File: config.mk
export PLATFORM = sky130hd
export DESIGN_NAME = vote_sampler
export DESIGN_NICKNAME = d
export VERILOG_FILES = /design/src/rtl/vote_sampler.sv
export SDC_FILE = /design/constraint.sdc
export NUM_CORES = 1
export LEC_CHECK = 0
export CAP_MARGIN = 20
export CORE_ASPECT_RATIO = 0.8
export CORE_MARGIN = 2
export CORE_UTILIZATION = 55
export CTS_BUF_LIST = sky130_fd_sc_hd__clkbuf_8
export DETAILED_ROUTE_END_ITERATION = 8
export PLACE_DENSITY_LB_ADDON = 0.2
export SKIP_CTS_REPAIR_TIMING = 1
export SLEW_MARGIN = 0
export SYNTH_ARGS = -nofsm -noshare
export SYNTH_HDL_FRONTEND = slang
export SYNTH_SLANG_ARGS = --single-unit
File: constraint.sdc
create_clock -name clk -period 2.8 [get_ports clk]
set_input_delay 0.42 -clock clk [delete_from_list [all_inputs] [get_ports clk]]
set_output_delay 0.42 -clock clk [all_outputs]
set_load 0.005 [all_outputs]
File: src/rtl/vote_sampler.sv
// vote_sampler: front-end for the three-input majority voter.
// Synchronizes and debounces raw cast buttons and yes/no switches, then runs
// a ballot FSM that captures one vote per voter for the majority stage.
//
// Ports:
//   clk       system clock, rising edge
//   rst_n     asynchronous active-low reset
//   start     one-cycle pulse that opens a ballot (ignored in COLLECT)
//   vote_en   raw cast buttons   [2]=A [1]=B [0]=C
//   vote_val  raw yes/no switches, same mapping as vote_en
//   a, b, c   captured votes of voters A, B, C
//   valid     high while a completed ballot is held (DONE)
//   cast      voters that have cast in the current ballot
//   timed_out held ballot closed on timeout
//   busy      high while collecting votes
module vote_sampler #(
    parameter int unsigned DB_CYCLES = 4,
    parameter int unsigned TIMEOUT   = 255
) (
    input  logic       clk,
    input  logic       rst_n,
    input  logic       start,
    input  logic [2:0] vote_en,
    input  logic [2:0] vote_val,
    output logic       a,
    output logic       b,
    output logic       c,
    output logic       valid,
    output logic [2:0] cast,
    output logic       timed_out,
    output logic       busy
);

    localparam int unsigned NB = 6;
    localparam int unsigned CW = 8;
    localparam int unsigned TW = 16;
    localparam logic [CW-1:0] DB_LAST = CW'(DB_CYCLES - 1);
    localparam logic [TW-1:0] TO_LAST = TW'(TIMEOUT - 1);

    typedef enum logic [1:0] {
        S_IDLE    = 2'd0,
        S_COLLECT = 2'd1,
        S_DONE    = 2'd2
    } state_t;

    logic [NB-1:0] raw;
    logic [NB-1:0] sync1;
    logic [NB-1:0] sync2;
    logic [NB-1:0] db;
    logic [CW-1:0] db_cnt [NB];
    logic [2:0]    en_q;
    logic [2:0]    en_db;
    logic [2:0]    val_db;
    logic [2:0]    cast_ev;

    state_t        state;
    state_t        state_n;
    logic [2:0]    cast_n;
    logic [2:0]    votes;
    logic [2:0]    votes_n;
    logic          timed_out_n;
    logic [TW-1:0] timer;
    logic [TW-1:0] timer_n;
    logic [2:0]    new_cast;

    assign raw    = {vote_en, vote_val};
    assign en_db  = db[5:3];
    assign val_db = db[2:0];
    // One-cycle strobe on the rising edge of each debounced cast button
    assign cast_ev = en_db & ~en_q;

    // Two-flop synchronizer on all six raw inputs
    always_ff @(posedge clk or negedge rst_n) begin
        if (!rst_n) begin
            sync1 <= '0;
            sync2 <= '0;
        end else begin
            sync1 <= raw;
            sync2 <= sync1;
        end
    end

    // Per-bit debounce: flip after DB_CYCLES consecutive differing samples
    always_ff @(posedge clk or negedge rst_n) begin
        if (!rst_n) begin
            db   <= '0;
            en_q <= '0;
            for (int i = 0; i < NB; i++) begin
                db_cnt[i] <= '0;
            end
        end else begin
            en_q <= en_db;
            for (int i = 0; i < NB; i++) begin
                if (sync2[i] != db[i]) begin
                    if (db_cnt[i] == DB_LAST) begin
                        db[i]     <= sync2[i];
                        db_cnt[i] <= '0;
                    end else begin
                        db_cnt[i] <= db_cnt[i] + CW'(1);
                    end
                end else begin
                    db_cnt[i] <= '0;
                end
            end
        end
    end

    // Ballot FSM next-state and next-register values
    always_comb begin
        state_n     = state;
        cast_n      = cast;
        votes_n     = votes;
        timed_out_n = timed_out;
        timer_n     = timer;
        new_cast    = '0;
        case (state)
            S_IDLE, S_DONE: begin
                if (start) begin
                    state_n     = S_COLLECT;
                    cast_n      = '0;
                    votes_n     = '0;
                    timed_out_n = 1'b0;
                    timer_n     = '0;
                end
            end
            S_COLLECT: begin
                // Only first casts count; the first vote stands
                new_cast = cast_ev & ~cast;
                cast_n   = cast | new_cast;
                votes_n  = (votes & ~new_cast) | (val_db & new_cast);
                // A completed ballot wins over a coincident timeout
                if (cast_n == 3'b111) begin
                    state_n     = S_DONE;
                    timed_out_n = 1'b0;
                end else if (timer == TO_LAST) begin
                    state_n     = S_DONE;
                    timed_out_n = 1'b1;
                end else begin
                    timer_n = timer + TW'(1);
                end
            end
            default: begin
                state_n = S_IDLE;
            end
        endcase
    end

    // Ballot state and registered outputs
    always_ff @(posedge clk or negedge rst_n) begin
        if (!rst_n) begin
            state     <= S_IDLE;
            cast      <= '0;
            votes     <= '0;
            timed_out <= 1'b0;
            timer     <= '0;
            valid     <= 1'b0;
            busy      <= 1'b0;
        end else begin
            state     <= state_n;
            cast      <= cast_n;
            votes     <= votes_n;
            timed_out <= timed_out_n;
            timer     <= timer_n;
            valid     <= (state_n == S_DONE);
            busy      <= (state_n == S_COLLECT);
        end
    end

    assign a = votes[2];
    assign b = votes[1];
    assign c = votes[0];

endmodule

# [After elaboration in Yosys (flattened, before gate mapping)]
# Index checks and enable logic that the tools add are counted.
[classes] addsub=7 eq_ne=22 mux=27 bitwise=9 n_reduce_logical=12
[op_table] op="two-way mux 8 bit" count=12
[op_table] op="adder 8 x 1 -> 8 bit (second input constant)" count=6
[op_table] op="== test 8 x 2 -> 1 bit (second input constant)" count=6
[op_table] op="two-way mux 16 bit" count=3
[op_table] op="case mux 16 bit (2 select lines)" count=1
[op_table] op="adder 16 x 1 -> 16 bit (second input constant)" count=1
[op_table] op="== test 16 x 8 -> 1 bit (second input constant)" count=1
[op_table] op="AND reduction 2 bit" count=7
[op_table] op="AND 3 bit" count=4
[op_table] op="case mux 3 bit (2 select lines)" count=2
[op_table] op="inverter 3 bit" count=3
[op_table] op="two-way mux 2 bit" count=3
[op_table] op="inequality test 1 bit" count=6
[op_table] op="inequality test 2 bit (second input constant)" count=3
[op_table] op="bitwise OR 3 bit" count=2
[op_table] op="== test 2 x 1 -> 1 bit (second input constant)" count=2
[op_table] op="== test 2 bit (second input constant)" count=2
[op_table] op="case mux 2 bit (2 select lines)" count=1
[op_table] op="AND reduction 4 bit" count=1
[op_table] op="== test 3 bit (second input constant)" count=1
[op_table] op="two-way mux 1 bit" count=3
[op_table] op="two-way mux 3 bit" count=1
[op_table] op="inequality test 3 bit (second input constant)" count=1
[op_table] op="AND reduction 3 bit" count=1
[op_table] op="other kinds (4)" count=4
[word_totals] ff_bits=96 input_bits=9 output_inout_bits=9 wordCells=99

# [Longest topological paths before layout]
# Gate-level depths: netlist (run 1).
[depth] depth_word=8 ltp_mapped=9 mapped_depth_nobuf=7

# [Least setup slack after synthesis (run 1)]
# Ideal clock, no wire load.
[synth_timing] path_type="reg2reg" startpoint="register timer[0]" endpoint="register timer[12]" setup_ns=0.118 arrival_time_ns=2.008 required_time_ns=2.682 path_slack_ns=0.674 path_stages_with_launch=10 path_buffers=2 period_less_slack_ns=2.126 path_cell_list="dfrtp_1 -> inv_1 -> ha_1 -> or4b_4 -> nor4_4 -> or3_1 -> buf_6 -> buf_12 -> nor3_2 -> a21o_1"
[synth_between] elab_chain_cells=4
[synth_rtl] element="start, declared" line="62" text="logic [TW-1:0] timer;"
[synth_rtl] element="start signal, assigned" line="163" text="timer <= timer_n;"
[synth_rtl] element="adder 16 x 1 -> 16 bit" line="139" text="timer_n = timer + TW'(1);"
[synth_rtl] element="two-way mux 16 bit" line="135" text="end else if (timer == TO_LAST) begin"
[synth_rtl] element="two-way mux 16 bit" line="132" text="if (cast_n == 3'b111) begin"
[synth_rtl] element="case mux 16 bit (2 select lines)" line="116" text="case (state)"
# Several ways; a longest one is shown, not always the timed one. The select of a mux whose other input is x is not followed.
# A chain may end at the register's enable or synchronous reset.

# [Final worst setup path (run 1)]
[layout_timing] startpoint="register timer[0]" endpoint="register timer[13]"
# Same word-level chain as after synthesis.

==> results.tsv, run 1 <==
stage	metric	value	unit
power_and_ir_drop	Switching Share	33.2	%
worst_setup_path	CP Cell Sequence	inv_1 -> ha_1 -> or4b_4 -> nor4_4 -> or3_1 -> buf_4 -> o21ai_1 -> a21o_1	
worst_setup_path	Startpoint Class	register	
flow_run	maxcap violations	0	
placement	pre-CTS setup slack	0.495	ns
die	Die W	101	um
die	Initial Util	56.6	%
yosys	Synth Warn #	0	
sta	fmax	437	MHz
final_layout	Area Growth Syn to Fin	13.1	%
yosys	Post-synth top cells	96 x dfrtp_1, 54 x nor2_1, 33 x nand3_1, 33 x xor2_1, 19 x nand2_1	
worst_setup_path	FF-to-FF End	timer[13]	
sta	fin worst setup slack	0.511	ns
final_layout	Layout Nets	415	
yosys	flops & latches, synth	96	
sta	clock skew	0.0104	ns
worst_setup_path	worst reg2reg setup slack	0.51	ns
global_routing	grt ovf	0	
drt	DR WL/cell	13.9	um
drt	drt total wl	6840	um
power_and_ir_drop	NetSw	1380	uW
power_and_ir_drop	Logic pwr share	27.4	%
placement	# port buffers	17	
drt	DRC violation count after routing	0	
power_and_ir_drop	P_int	2770	uW
worst_setup_path	critical-path maximum fanout	18	
drt	Vias	2731	
worst_setup_path	crit path buf inv count	2	
global_routing	number of global-route vias before repair	2517	
global_routing	antenna violations before repair	0	
final_layout	Final Util	64.0	%
worst_setup_path	Crit Reg-Reg Startpoint	timer[0]	
power_and_ir_drop	VDD IR-drop max	0.371	mV
sta	final worst path period share	81.7	%
cts	CTS Buf Count	9	
worst_setup_path	kind of cell adding the most delay to the critical path	simple AND/OR/NAND/NOR gates	
yosys	post-synth top area share	57.7	%
worst_setup_path	Reg2Reg Depth	8	
die	row cnt	28	
sta	Final Hold Vio Count	0	
placement	Final GP Congestion	0.813	
min_path	HP Class	in -> async	
cts	Clk pin slew, worst setup/hold paths	0.09	ns
die	Die H	81.8	um
power_and_ir_drop	pwr dens	880	mW/mm2
final_layout	ant diodes	0	
worst_setup_path	Critical Path End Type	register	
sta	WHS	0.0472	ns
cts	clock sinks	96	
yosys	Mapped Nets	386	
sta	slew margin rel.	51.3	%
die	I/O pin cnt	18	
worst_setup_path	CP max-delay cell	or4b_4	
yosys	asr flop ratio synth	100	%
yosys	post-synth top area cell	dfrtp_1	
worst_setup_path	critical path type	reg -> reg	
sta	final setup violating endpoints	0	
drt	antenna-violating nets left	0	
yosys	synthesized cell area	0.00416	mm2
sta	fin crit period	2.29	ns
worst_setup_path	CP Depth	8	
power_and_ir_drop	Seq pwr share	46.2	%
run_status	status	finished, final reports clean	
cts	Clock Tree Buf Depth	2	
die	Die Area	0.00829	mm2
yosys	Yosys cell types	45	
cts	Worst-Skew Late Latency	0.36	ns
yosys	Primary FF master, synth	dfrtp_1	
power_and_ir_drop	Tot Pwr	4140	uW
cts	CTS Root Cell	clkbuf_8	
worst_setup_path	critical path arrival	2.55	ns
yosys	Post-Synthesis Cells	369	
power_and_ir_drop	Clk pwr share	26.4	%
drt	DRT Pass-1 Iters	4	
die	core region area	0.00736	mm2
power_and_ir_drop	P_leak	0.00216	uW
sta	setup TNS	0	ns
worst_setup_path	Critical Path RT	3.06	ns
drt	vias per cell	5.54	
sta	Worst Tran Pin Value	0.727	ns
drt	initial drt markers	42	
cts	H-tree levels	3	
cts	TritonCTS clock tree	done	
global_routing	pin count of the biggest net entering global routing	46	
final_layout	layout cells sized above 1	8.68	%
worst_setup_path	slowest stage delay, CP	0.46	ns
sta	RSZ-0062 raised after global routing	false	
yosys	Post-synth EDFFs	0	
placement	hpwl dp	4780	um
global_routing	global-route wire length before repair	11500	um
yosys	top-count cell post-synth	dfrtp_1	
yosys	syn_area_per_cell	11.3	um2
yosys	register area share after synthesis	57.7	%
yosys	leading post-synthesis cells by cell area	dfrtp_1 58%, xor2_1 6.9%, nor2_1 4.9%	
global_routing	total track usage	17.9	%
sta	max-slew violation count	0	
-- registers in the layout, summed over array words and instances (netlist names), 2 cells and up --
name    cells
sync1       6
votes       3
state       2
cast        3
db          6
en_q        3
db_cnt     48
sync2       6
timer      16
-- final cells by class --
type	instances	area, um2
Multi-Input combinational cell	262	1700
Inverter	6	22.5
Clock inverter	6	114
Clock buffer	10	138
Tap cell	90	113
Timing Repair Buffer	23	225
Sequential cell	96	2400
Fill cell	582	2650
-- cells by family after synthesis --
family          synth area share [%]
compound gates                  7.73
xor+xnor                        8.84
fa+ha+maj                       2.40
buf+inv                         1.56
flops                           57.7
mux                             2.10
simple gates                    19.7
-- through the flow --
stage / cells / area [um2]
CTS: 493 / 4710
global route: 493 / 4710
finish: 493 / 4710
floorplan: 369 / 4160
global placement: 477 / 4460
detailed placement: 477 / 4460
-- metal layers --
| layer | up-vias | global-route usage [%] | part of all wire, % |
|---|---|---|---|
| li1 | 1357 | - | - |
| met1 | 1340 | 24.8 | 51 |
| met2 | 30 | 27.7 | 46 |
| met3 | 4 | 5.62 | 2.5 |
| met4 | 0 | 4.86 | 0.69 |
| met5 | - | 0 | 0 |
-- cells in the final DEF (no fill, tap or decap), types with 8 or more instances in the layout --
| cell type | Yosys | routed |
|---|---|---|
| dfrtp_1 | 96 | 96 |
| nor2_1 | 54 | 54 |
| xor2_1 | 33 | 33 |
| nand3_1 | 33 | 33 |
| nand2_1 | 19 | 19 |
| and3_1 | 16 | 16 |
| clkdlybuf4s50_1 | 0 | 16 |
| clkbuf_8 | 0 | 10 |
| xnor2_1 | 9 | 9 |
| o21ai_0 | 8 | 8 |
| ha_1 | 8 | 8 |
-- power groups by stage --
stage	logic [uW]	registers, uW	clock network (uW)
6_report	1140	1910	1090
5_1_grt	1290	1960	1180
4_1_cts	1150	1910	1130
3_5_place_dp	1140	1940	0
3_3_place_gp	1120	1930	0
2_1_floorplan	864	1880	0
-- worst max path at each step --
stage	from	endpoint	slack [ns]
2_1_floorplan	timer[0]	timer[12]	0.67
3_3_place_gp	timer[0]	timer[13]	0.56
3_5_place_dp	timer[0]	timer[13]	0.50
4_1_cts	timer[0]	timer[13]	0.50
5_1_grt	timer[0]	timer[13]	0.40
6_report	timer[0]	timer[13]	0.51
(Power assumes the default switching activity.)
==> run 2: changes to the inputs <==
==> constraint.sdc (replaced) <==
create_clock -name clk -period 1.9 [get_ports clk]
set_input_delay 0.285 -clock clk [delete_from_list [all_inputs] [get_ports clk]]
set_output_delay 0.285 -clock clk [all_outputs]
set_load 0.005 [all_outputs]
==> run 2 against run 1 <==
  * Largest cell class unchanged
  * Die area stayed put
  * The run now ends with negative setup slack left
  * Register-to-register slack worse by 0.59 ns
  * Clock skew is 0.0038 ns lower
  * Wire length is 17% higher
  * Critical path type unchanged
  * Final area is 9.0% higher
==> results.tsv, run 2 (same netlist as run 1, synthesis figures left out) <==
stage	metric	value	unit
power_and_ir_drop	P_int	4460	uW
cts	H-tree levels	3	
die	I/O pin cnt	18	
cts	CTS Buf Count	9	
power_and_ir_drop	NetSw	2310	uW
final_layout	Most flops, register	db_cnt	
global_routing	GR Util met3	6.04	%
drt	initial drt markers	101	
drt	drt total wl	7970	um
cts	Worst-Skew Late Latency	0.36	ns
sta	slew margin rel.	70.2	%
die	Die H	81.8	um
die	Die Area	0.00829	mm2
flow_run	maxcap violations	0	
power_and_ir_drop	Clk pwr share	21.8	%
placement	# port buffers	17	
global_routing	number of global-route vias before repair	2849	
final_layout	max reg flops	48	
sta	Worst Tran Pin Value	0.444	ns
drt	vias per cell	5.48	
final_layout	Area Growth Syn to Fin	23.3	%
power_and_ir_drop	Logic pwr share	38.0	%
global_routing	antenna violations before repair	0	
global_routing	global-route wire length before repair	13100	um
power_and_ir_drop	P_leak	0.00240	uW
sta	fin worst setup slack	-0.0762	ns
final_layout	Largest regs	db_cnt x48, timer x16	
worst_setup_path	Critical Path RT	2.15	ns
final_layout	most common cell after layout, fill and taps aside	dfrtp_1	
die	core region area	0.00736	mm2
power_and_ir_drop	Tot Pwr	6770	uW
drt	DRC violation count after routing	0	
sta	fmax	506	MHz
sta	final worst path period share	104	%
final_layout	most frequent cells in the layout	96 x dfrtp_1, 54 x nor2_1, 45 x buf_4, 33 x xor2_1, 33 x nand3_1	
run_status	failing checks	negative setup slack	
global_routing	pin count of the biggest net entering global routing	45	
worst_setup_path	critical-path maximum fanout	9	
global_routing	met2 Use GR	33.0	%
sta	clock skew	0.00663	ns
power_and_ir_drop	Seq pwr share	40.2	%
final_layout	layout cells sized above 1	20.4	%
placement	hpwl dp	5390	um
global_routing	total track usage	20.3	%
sta	max-slew violation count	0	
final_layout	post-route insts no fill	536	
placement	Final GP Congestion	0.803	
drt	Vias	2939	
run_status	status	finished with violations	
power_and_ir_drop	VDD IR-drop max	0.629	mV
final_layout	fill count	533	
cts	TritonCTS clock tree	done	
final_layout	ant diodes	0	
sta	Final Hold Vio Count	0	
worst_setup_path	critical path arrival	2.22	ns
cts	Clk pin slew, worst setup/hold paths	0.09	ns
power_and_ir_drop	Switching Share	34.1	%
cts	Clock Tree Buf Depth	2	
global_routing	gr busiest metal	met2	
drt	DR WL/cell	14.9	um
die	row cnt	28	
drt	antenna-violating nets left	0	
cts	CTS Root Cell	clkbuf_8	
die	Die W	101	um
cts	clock sinks	96	
min_path	HP Class	reg -> reg	
worst_setup_path	Startpoint Class	register	
worst_setup_path	Critical Path End Type	register	
sta	final setup violating endpoints	10	
sta	fin crit period	1.98	ns
worst_setup_path	critical path type	reg -> reg	
sta	WHS	0.354	ns
placement	placed cells	515	
sta	RSZ-0062 raised after global routing	true	
power_and_ir_drop	pwr dens	1320	mW/mm2
global_routing	grt met1 use	27.4	%
global_routing	grt ovf	0	
drt	DRT Pass-1 Iters	4	
die	Initial Util	56.6	%
final_layout	Layout Nets	458	
sta	setup TNS	-0.426	ns
## run 2: cell types whose count changed in the layout (fill, tap and decap cells not counted), sizes merged
cell	change
o31ai	+1
clkinv	+1
bufinv	-1
dlygate4sd3	+1
buf	+40
inv	+1
clkbuf	+1
clkinvlp	-1
## run 2: area by class of cell
| cell class | instances | area [um2] | share of cell area (%) |
|---|---|---|---|
| Clock buffer | 10 | 138 | 2.68 |
| Clock inverter | 6 | 90.1 | 1.76 |
| Inverter | 6 | 22.5 | 0.439 |
| Multi-Input combinational cell | 263 | 1790 | 34.9 |
| Sequential cell | 96 | 2400 | 46.8 |
| Tap cell | 90 | 113 | 2.19 |
| Timing Repair Buffer | 65 | 573 | 11.2 |
## run 2: critical path: stages (launching register included)
cell     delay, ns
dfrtp_1       0.40
inv_2         0.07
ha_1          0.14
or4b_4        0.48
nor4_4        0.19
or3_4         0.22
buf_12        0.13
o21ai_1       0.07
a21o_1        0.18
## run 2: layer usage
layer	wire length [um]	up-vias
li1	-	1449
met1	3810	1432
met2	3790	51
met3	297	7
met4	68	0
met5	0	-
## run 2: stage by stage
stage               utilization (%)  worst slack [ns]  area, um2
floorplan                         -            -0.224       4180
global placement               64.8            -0.132       4770
detailed placement             64.8            -0.195       4770
CTS                            67.9            -0.208       5000
global route                   69.7            -0.121       5130
finish                         69.7           -0.0762       5130
## run 2: worst paths after layout
kind,from,to,slack [ns],cells after the start
max,timer[0],timer[9],-0.08,8
min,sync1[4],sync2[4],0.35,0
max reg2reg,timer[0],timer[9],-0.08,8
min reg2reg,sync1[4],sync2[4],0.35,0
max in group asynchronous,rst_n,db_cnt[1],0.87,3
min in group asynchronous,rst_n,busy,0.40,2
## run 2: power groups by stage
stage | Clock (uW) | Sequential [uW] | Combinational (uW)
after floorplan | 0 | 2770 | 1290
after global placement | 0 | 2730 | 2160
after detailed placement | 0 | 2760 | 2240
after CTS | 1520 | 2720 | 2260
after global routing | 1620 | 2770 | 2810
final | 1480 | 2720 | 2570
==> run 3: changes to the inputs <==
--- a/config.mk
+++ b/config.mk
@@ -7,7 +7,7 @@
 export LEC_CHECK = 0
 export CAP_MARGIN = 20
 export CORE_ASPECT_RATIO = 0.8
-export CORE_MARGIN = 2
+export CORE_MARGIN = 4
 export CORE_UTILIZATION = 55
 export CTS_BUF_LIST = sky130_fd_sc_hd__clkbuf_8
 export DETAILED_ROUTE_END_ITERATION = 8
==> run 3 against run 2 <==
  * The flow still finishes with violations (negative setup slack)
  * Die area up 9.0%
  * Core utilization up 1.2 points
  * Register-to-register slack better by 0.03 ns
  * Wire length up 2.6%
  * Global-route usage down 1.5 points
  * Non-clock buffer count up 3
  * First-iteration DRC count up 5.0%
  * Total power up 0.40%
  * Sequential share of layout area down 1.0 points
  * Combinational power up 6%
==> results.tsv, run 3 (same netlist as run 1, synthesis figures left out) <==
stage	metric	value	unit
run_status	status	finished with violations	
run_status	failing checks	negative setup slack	
global_routing	pin count of the biggest net entering global routing	41	
drt	Vias	3040	
sta	final setup violating endpoints	9	
power_and_ir_drop	pwr dens	1290	mW/mm2
power_and_ir_drop	Logic pwr share	40.0	%
worst_setup_path	FF-to-FF End	timer[9]	
power_and_ir_drop	P_leak	0.00244	uW
sta	fin worst setup slack	-0.0449	ns
sta	fin crit period	1.94	ns
worst_setup_path	CP Cell Sequence	inv_2 -> ha_4 -> or4b_4 -> nor4_4 -> or3_4 -> buf_12 -> o21ai_2 -> a21o_1	
sta	max-slew violation count	0	
worst_setup_path	crit path buf inv count	2	
placement	# port buffers	17	
power_and_ir_drop	Switching Share	34.5	%
sta	slew margin rel.	64.7	%
drt	initial drt markers	106	
drt	DR WL/cell	14.8	um
worst_setup_path	Startpoint Class	register	
flow_run	maxcap violations	0	
power_and_ir_drop	Seq pwr share	39.9	%
sta	clock skew	0.0141	ns
die	I/O pin cnt	18	
worst_setup_path	CP max-delay cell	or4b_4	
power_and_ir_drop	VDD IR-drop max	0.776	mV
final_layout	Area Growth Syn to Fin	26.1	%
min_path	hold depth	0	
drt	DRT Pass-1 Iters	4	
worst_setup_path	critical path arrival	2.19	ns
final_layout	Layout Nets	461	
final_layout	Largest regs	db_cnt x48, timer x16	
min_path	hold endpoint	sync2[5]	
placement	pre-CTS setup slack	-0.179	ns
drt	vias per cell	5.49	
sta	fmax	514	MHz
die	Initial Util	56.3	%
cts	CTS Buf Count	9	
min_path	hold path start	sync1[5]	
worst_setup_path	Reg2Reg Depth	8	
die	Die H	85.8	um
global_routing	grt ovf	0	
min_path	HP Class	reg -> reg	
placement	Final GP Congestion	0.833	
cts	TritonCTS clock tree	done	
die	core region area	0.00739	mm2
final_layout	fill count	530	
cts	Clock Tree Buf Depth	2	
cts	H-tree levels	3	
final_layout	most common cell after layout, fill and taps aside	dfrtp_1	
drt	DRC violation count after routing	0	
final_layout	most frequent cells in the layout	96 x dfrtp_1, 54 x nor2_1, 45 x buf_4, 33 x xor2_1, 32 x nand3_1	
final_layout	post-route insts no fill	554	
worst_setup_path	Critical Path RT	2.14	ns
final_layout	layout cells sized above 1	21.8	%
cts	CTS Root Cell	clkbuf_8	
sta	final worst path period share	102	%
final_layout	max reg flops	48	
worst_setup_path	worst reg2reg setup slack	-0.04	ns
worst_setup_path	critical path type	reg -> reg	
cts	Clk pin slew, worst setup/hold paths	0.10	ns
worst_setup_path	slowest stage delay, CP	0.46	ns
final_layout	Final Util	71.0	%
final_layout	ant diodes	0	
final_layout	Most flops, register	db_cnt	
cts	clock sinks	96	
global_routing	total track usage	18.9	%
worst_setup_path	Crit Reg-Reg Startpoint	timer[0]	
sta	RSZ-0062 raised after global routing	true	
die	Die Area	0.00903	mm2
die	Die W	105	um
sta	Worst Tran Pin Value	0.529	ns
global_routing	global-route wire length before repair	13700	um
die	row cnt	28	
cts	Worst-Skew Late Latency	0.36	ns
global_routing	number of global-route vias before repair	2954	
worst_setup_path	critical-path maximum fanout	5	
sta	Final Hold Vio Count	0	
worst_setup_path	kind of cell adding the most delay to the critical path	simple AND/OR/NAND/NOR gates	
power_and_ir_drop	Clk pwr share	20.1	%
placement	placed cells	529	
drt	drt total wl	8180	um
placement	hpwl dp	5460	um
power_and_ir_drop	NetSw	2350	uW
global_routing	antenna violations before repair	0	
drt	antenna-violating nets left	0	
worst_setup_path	Critical Path End Type	register	
power_and_ir_drop	P_int	4450	uW
run 3: area by class of cell:
cell class | instances | area [um2] | area share, %
clock buffer | 11 | 151 | 2.89
tap | 105 | 131 | 2.50
inverter | 6 | 22.5 | 0.429
multi-input combinational | 263 | 1860 | 35.4
clock inverter | 5 | 55.1 | 1.05
sequential | 96 | 2400 | 45.8
timing repair buffer | 68 | 629 | 12.0
run 3: worst max path at each step:
stage	cells after the start	slack, ns	from	endpoint
after floorplan	9	-0.22	timer[0]	timer[12]
after global placement	8	-0.15	timer[0]	timer[12]
after detailed placement	8	-0.18	timer[0]	timer[12]
after CTS	8	-0.19	timer[0]	timer[12]
after global routing	8	-0.12	timer[0]	timer[11]
final	8	-0.04	timer[0]	timer[9]
run 3: stage by stage:
stage	setup TNS [ns]	total power, uW	instance area, um2	hold slack (ns)
detailed placement	-1.49	4960	4790	0.305
finish	-0.216	6790	5250	0.354
floorplan	-1.82	4060	4180	-0.0106
global placement	-0.711	4860	4790	0.303
CTS	-1.86	6330	5000	-0.0893
global route	-1.32	7220	5250	0.335
run 3: power groups by stage:
stage / Clock [uW] / Combinational (uW) / Sequential [uW]
floorplan: 0 / 1290 / 2770
global placement: 0 / 2120 / 2740
detailed placement: 0 / 2210 / 2750
CTS: 1400 / 2220 / 2710
global route: 1480 / 2970 / 2770
finish: 1360 / 2720 / 2710
run 3: per-layer routing:
metal  vias to the layer above  routed length, um  global-route usage, %
met2                        62               3870                   29.9
met3                        12                336                   5.12
met5                         -                  0                      0
met4                         0                111                   6.08
met1                      1508               3860                   25.7
li1                       1458                  -                      -
